### src/rtl/mem_access_ctrl.sv
// mem_access_ctrl: sequences one CPU read/write onto an asynchronous EN/RW/MFC memory.
// Define MEMCTRL_TIMEOUT_EN to abort a stalled STROBE/RELEASE wait with a one-cycle Err pulse.
module mem_access_ctrl #(
  parameter int unsigned SETUP_CYC = 1,
  parameter int unsigned TIMEOUT   = 255
) (
  input  logic        Clk,
  input  logic        Reset,
  input  logic        Req,
  input  logic        WrReq,
  input  logic [15:0] ReqAddr,
  input  logic [15:0] ReqData,
  output logic        Busy,
  output logic        Done,
  output logic        Err,
  output logic [15:0] RdData,
  output logic        MemEN,
  output logic        MemRW,
  output logic [15:0] MemAddr,
  output logic [15:0] MemDataOut,
  input  logic [15:0] MemDataIn,
  input  logic        MemMFC
);

  localparam int unsigned SW = $clog2(SETUP_CYC + 1);
  localparam logic [SW-1:0] SETUP_LOAD = SW'(SETUP_CYC);
  localparam logic [SW-1:0] SETUP_ONE  = SW'(1);

  typedef enum logic [1:0] {IDLE, SETUP, STROBE, RELEASE} state_e;

  state_e        state_q, state_d;
  logic [SW-1:0] setup_cnt_q, setup_cnt_d;
  logic          mfc_meta_q;
  logic          mfc_s;
  logic          abort;
  logic          mem_en_q, mem_en_d;
  logic          mem_rw_q, mem_rw_d;
  logic [15:0]   mem_addr_q, mem_addr_d;
  logic [15:0]   mem_dout_q, mem_dout_d;
  logic [15:0]   rd_data_q, rd_data_d;
  logic          busy_q, busy_d;
  logic          done_q, done_d;
  logic          err_q, err_d;

  // First MFC stage; every register that consumes mfc_s acts as the second stage,
  // so an MFC level change takes effect on the second edge after it arrives.
  assign mfc_s = mfc_meta_q;

`ifdef MEMCTRL_TIMEOUT_EN
  localparam int unsigned TW = ($clog2(TIMEOUT + 1) > 8) ? $clog2(TIMEOUT + 1) : 8;

  logic [TW-1:0] to_cnt_q, to_cnt_d;
  logic          waiting;

  assign waiting = ((state_q == STROBE) && !mfc_s) || ((state_q == RELEASE) && mfc_s);
  assign abort   = waiting && (to_cnt_q == TW'(TIMEOUT - 1));

  always_comb begin
    to_cnt_d = '0;
    if ((state_q == STROBE || state_q == RELEASE) && (state_d == state_q))
      to_cnt_d = to_cnt_q + TW'(1);
  end

  always_ff @(posedge Clk) begin
    if (Reset) to_cnt_q <= '0;
    else       to_cnt_q <= to_cnt_d;
  end
`else
  // Waits are unbounded; the parameter only matters when the timeout is built in.
  assign abort = (TIMEOUT == 0) && 1'b0;
`endif

  // NOTE: sequential state uses non-blocking assignments so every flop samples
  // pre-edge values, independent of statement order.
  always_ff @(posedge Clk) begin
    if (Reset) begin
      state_q     <= IDLE;
      setup_cnt_q <= '0;
      mfc_meta_q  <= 1'b0;
      mem_en_q    <= 1'b0;
      mem_rw_q    <= 1'b1;
      mem_addr_q  <= '0;
      mem_dout_q  <= '0;
      rd_data_q   <= '0;
      busy_q      <= 1'b0;
      done_q      <= 1'b0;
      err_q       <= 1'b0;
    end else begin
      state_q     <= state_d;
      setup_cnt_q <= setup_cnt_d;
      mfc_meta_q  <= MemMFC;
      mem_en_q    <= mem_en_d;
      mem_rw_q    <= mem_rw_d;
      mem_addr_q  <= mem_addr_d;
      mem_dout_q  <= mem_dout_d;
      rd_data_q   <= rd_data_d;
      busy_q      <= busy_d;
      done_q      <= done_d;
      err_q       <= err_d;
    end
  end

  // NOTE: each always_comb output gets a default first, so no path can infer a latch.
  always_comb begin
    state_d     = state_q;
    setup_cnt_d = setup_cnt_q;
    unique case (state_q)
      IDLE: begin
        if (Req) begin
          state_d     = SETUP;
          setup_cnt_d = SETUP_LOAD;
        end
      end
      SETUP: begin
        setup_cnt_d = setup_cnt_q - SETUP_ONE;
        if (setup_cnt_q == SETUP_ONE) state_d = STROBE;
      end
      STROBE:  if (mfc_s)  state_d = RELEASE;
      RELEASE: if (!mfc_s) state_d = IDLE;
      default: state_d = IDLE;
    endcase
    if (abort) state_d = IDLE;
  end

  always_comb begin
    mem_en_d   = (state_d == STROBE);
    busy_d     = (state_d != IDLE);
    done_d     = (state_q == RELEASE) && !mfc_s;
    err_d      = abort;
    mem_rw_d   = mem_rw_q;
    mem_addr_d = mem_addr_q;
    mem_dout_d = mem_dout_q;
    rd_data_d  = rd_data_q;
    if (state_q == IDLE && Req) begin
      mem_rw_d   = ~WrReq;
      mem_addr_d = ReqAddr;
      mem_dout_d = ReqData;
    end
    // Data is only sampled once the synchronized MFC is high, so it is settled.
    if (state_q == STROBE && mfc_s && mem_rw_q) rd_data_d = MemDataIn;
  end

  assign Busy       = busy_q;
  assign Done       = done_q;
  assign Err        = err_q;
  assign RdData     = rd_data_q;
  assign MemEN      = mem_en_q;
  assign MemRW      = mem_rw_q;
  assign MemAddr    = mem_addr_q;
  assign MemDataOut = mem_dout_q;

endmodule

### config.mk
export PLATFORM = sky130hd
export DESIGN_NAME = mem_access_ctrl
export DESIGN_NICKNAME = d
export VERILOG_FILES = /design/src/rtl/mem_access_ctrl.sv
export SDC_FILE = /design/constraint.sdc
export NUM_CORES = 1
export LEC_CHECK = 0
export BUFFER_PORTS_ARGS = -buffer_cell sky130_fd_sc_hd__buf_2
export CORE_AREA = 3 3 75 77
export CTS_CLUSTER_DIAMETER = 60
export DETAILED_ROUTE_END_ITERATION = 12
export DIE_AREA = 0 0 78 80
export GPL_ROUTABILITY_DRIVEN = 0
export PLACE_DENSITY = 0.76
export RECOVER_POWER = 100
export SYNTH_ARGS = -nofsm -noshare
export SYNTH_HDL_FRONTEND = slang
export SYNTH_SLANG_ARGS = --single-unit
export TNS_END_PERCENT = 10
### constraint.sdc
create_clock -name Clk -period 3.4 [get_ports Clk]
set_input_delay 0 -clock Clk [delete_from_list [all_inputs] [get_ports Clk]]
set_output_delay 0 -clock Clk [all_outputs]
set_load 0.005 [all_outputs]
==> run metrics <==
run status complete, but fails checks; failing checks capacitance limit, slew limit; all-layer global routing usage 17.2%; number of inserted diodes 0; power density normalized to cell area 442 nW/um^2; floorplan core area 5070 sq um; fraction of power consumed by sequential logic 53.3%; post-placement cell area 2500 sq um; number of rows in the core area 26; net count after synthesis 299; clock root buffer sky130_fd_sc_hd__clkbuf_8; type of the worst min-delay path in2reg; worst setup path category reg2reg; post-route clock period utilization 69.6%; fraction of layout cells with a size suffix above 1 20.9%; Synth-to-Final Area Change 53.0%; startpoint class of the critical path register; CTS-repair resized insts 0; fraction of the yosys area taken by sequential cells 56.2%; most frequent cells in the layout sky130_fd_sc_hd__nand2_1, sky130_fd_sc_hd__buf_2, sky130_fd_sc_hd__dfxtp_1; Placed Cells 401; via count of the routed design 2,084; CTS buffer count 5; grt total ovfl 0; Remaining DRCs 0; total negative setup slack 0 ps; count of unique library cells instantiated by Yosys 24; cell taking the most area after synthesis sky130_fd_sc_hd__dfxtp_1; post-route cell area 3050 sq um; Detailed Place HPWL 3.20 mm; setup skew after layout 9.64 ps; Vert. Die Dim 80 um; final core utilization 60.1%; cell area after technology mapping 1990 sq um; routed length per placed instance 12.0 um; count of flip-flops with a built-in enable after synthesis 0; number of cells produced by synthesis 246; Hold Vio Cnt, Final 0; clk sinks 56; Post-synth ARST share 0%; pin count of the biggest net entering global routing 57; kind of end point of the critical path register; horizontal extent of the die 78 um; first-pass GRT wire length 8.69 mm; cells taking the most area after synthesis sky130_fd_sc_hd__dfxtp_1, sky130_fd_sc_hd__nand2_1, sky130_fd_sc_hd__a21oi_1; post-layout instance count excluding filler cells 458; arrival time at the worst endpoint 2570 ps; final critical delay including setup and external delays 2370 ps; achievable clock frequency 423 MHz; slowest stage delay, CP 1520 ps; Critical Path Slowest Stage Cell sky130_fd_sc_hd__nor3b_2; slew of the pin with the lowest slew margin 2380 ps; #FFs+latches synth 56; antenna violations before repair 0; antenna viol nets, final 0; fraction of synthesized cell area taken by the top area cell type 56.2%; required time of the critical path 3610 ps; normalized max-slew margin -58.3%; commonest non-fill, non-tap cell in the layout sky130_fd_sc_hd__nand2_1; clock-pin slew reported for the worst setup and hold paths after clock tree synthesis 100 ps; Port Buffers 104; Vias/cell 4.55; proportion of power drawn by combinational gates 15.2%; vias in the first global route 1,928; Internal Dissipation 0.00102 W; total of endpoints with negative setup slack in the final report 0; starting utilization of the core area 39.3%; overall routed net length 5.48 mm; worst-path cell chain nor3b_2 > nand2_1 > a21oi_1; max-slew violation count 90; worst setup slack after placement 1480 ps; Worst IR Drop VDD 0.000265 V; Mean Syn Cell Area 8.10 sq um; die area 6240 sq um; largest fanout on the critical path 32; clock latency on the worst-skew pair 300 ps; Initial DRC Count 66; maximum root-to-sink buffer count 2; sw power 0.000330 W; number of nets in the finished design 440; leakage power of the design 1.28 nW; number of top-level pins 106; switching portion of total power 24.4%; Worst Slack Setup Final 1030 ps; number of H-tree levels 2; Maximum Capacitance Violations 2; number of warning messages in the yosys log 0; setup repair after global routing missed its margin false; clock tree from TritonCTS built; iteration count of the initial detailed-routing pass 4; share of total power in the clock network 31.4%; dominant register cell in the synthesized netlist sky130_fd_sc_hd__dfxtp_1
==> state kept, by name, indices dropped and copies added, names as in the netlist <==
name	count
MemAddr	16
MemDataOut	16
RdData	16
state_q	2
Busy	1
Done	1
MemEN	1
MemRW	1
mfc_meta_q	1
setup_cnt_q	1
==> layer usage <==
metal  part of all wire [%]  GRT usage (%)
met1                     42           19.3
met2                     48           30.3
met3                    8.7           5.87
met4                    1.4           5.77
met5                      0              0
==> layout make-up <==
| class | count | area [sq um] |
|---|---|---|
| flip-flops and latches | 56 | 1120 |
| inverters | 2 | 7.51 |
| clock inverters | 3 | 42.5 |
| multi-input cells | 169 | 754 |
| repair buffers | 153 | 968 |
| well taps | 70 | 87.6 |
| clock buffers | 5 | 68.8 |
| fillers | 460 | 2020 |
==> final timing paths <==
check | slack, ps | cells past startpoint | start | end
worst max-delay path | 1030 | 3 | state_q[0] | MemAddr[8]
worst min-delay path | 10 | 3 | WrReq | MemRW
worst max register to register | 1030 | 3 | state_q[0] | MemAddr[8]
worst min register to register | 460 | 2 | MemDataOut[13] | MemDataOut[13]
==> critical path: cells and delay by family (launching register included) <==
kind / cells / cell delay, ps
flip-flops: 1 / 390
AND/OR/NAND/NOR: 2 / 1690
AO/OA/AOI/OAI: 1 / 200
==> logic make-up after synthesis <==
kind of cell,after synthesis,synth area share [%]
buf+inv,21,5.90
simple gates,114,23.9
other cells,1,0.188
compound gates,54,13.8
flops,56,56.2
==> synthesized netlist by cell type, drive strengths merged, types with 2 or more instances <==
library cell / number
nand2: 98
dfxtp: 56
a21oi: 52
buf: 12
clkbuf: 7
nor2: 3
inv: 2
nor2b: 2
or2: 2
==> timing repair <==
| action | CTS | global route |
|---|---|---|
| hold buffers | 49 | 0 |
| endpoints found under the hold margin | 49 | 0 |
| buffers inserted | 0 | 0 |
==> power groups by stage <==
stage | logic (W) | clock network [W] | registers [W]
6_report | 0.000206 | 0.000424 | 0.000719
5_1_grt | 0.000229 | 0.000467 | 0.000725
4_1_cts | 0.000210 | 0.000439 | 0.000719
3_5_place_dp | 0.000167 | 0 | 0.000734
3_3_place_gp | 0.000164 | 0 | 0.000733
2_1_floorplan | 0.0000988 | 0 | 0.000731
==> stage by stage <==
stage	hold slack [ps]	power [W]
after CTS	7.10	0.00137
final	9.57	0.00135
after floorplan	128	0.000830
after global routing	46.9	0.00142
after detailed placement	215	0.000901
after global placement	219	0.000897
Power figures use the tool's default switching activity.
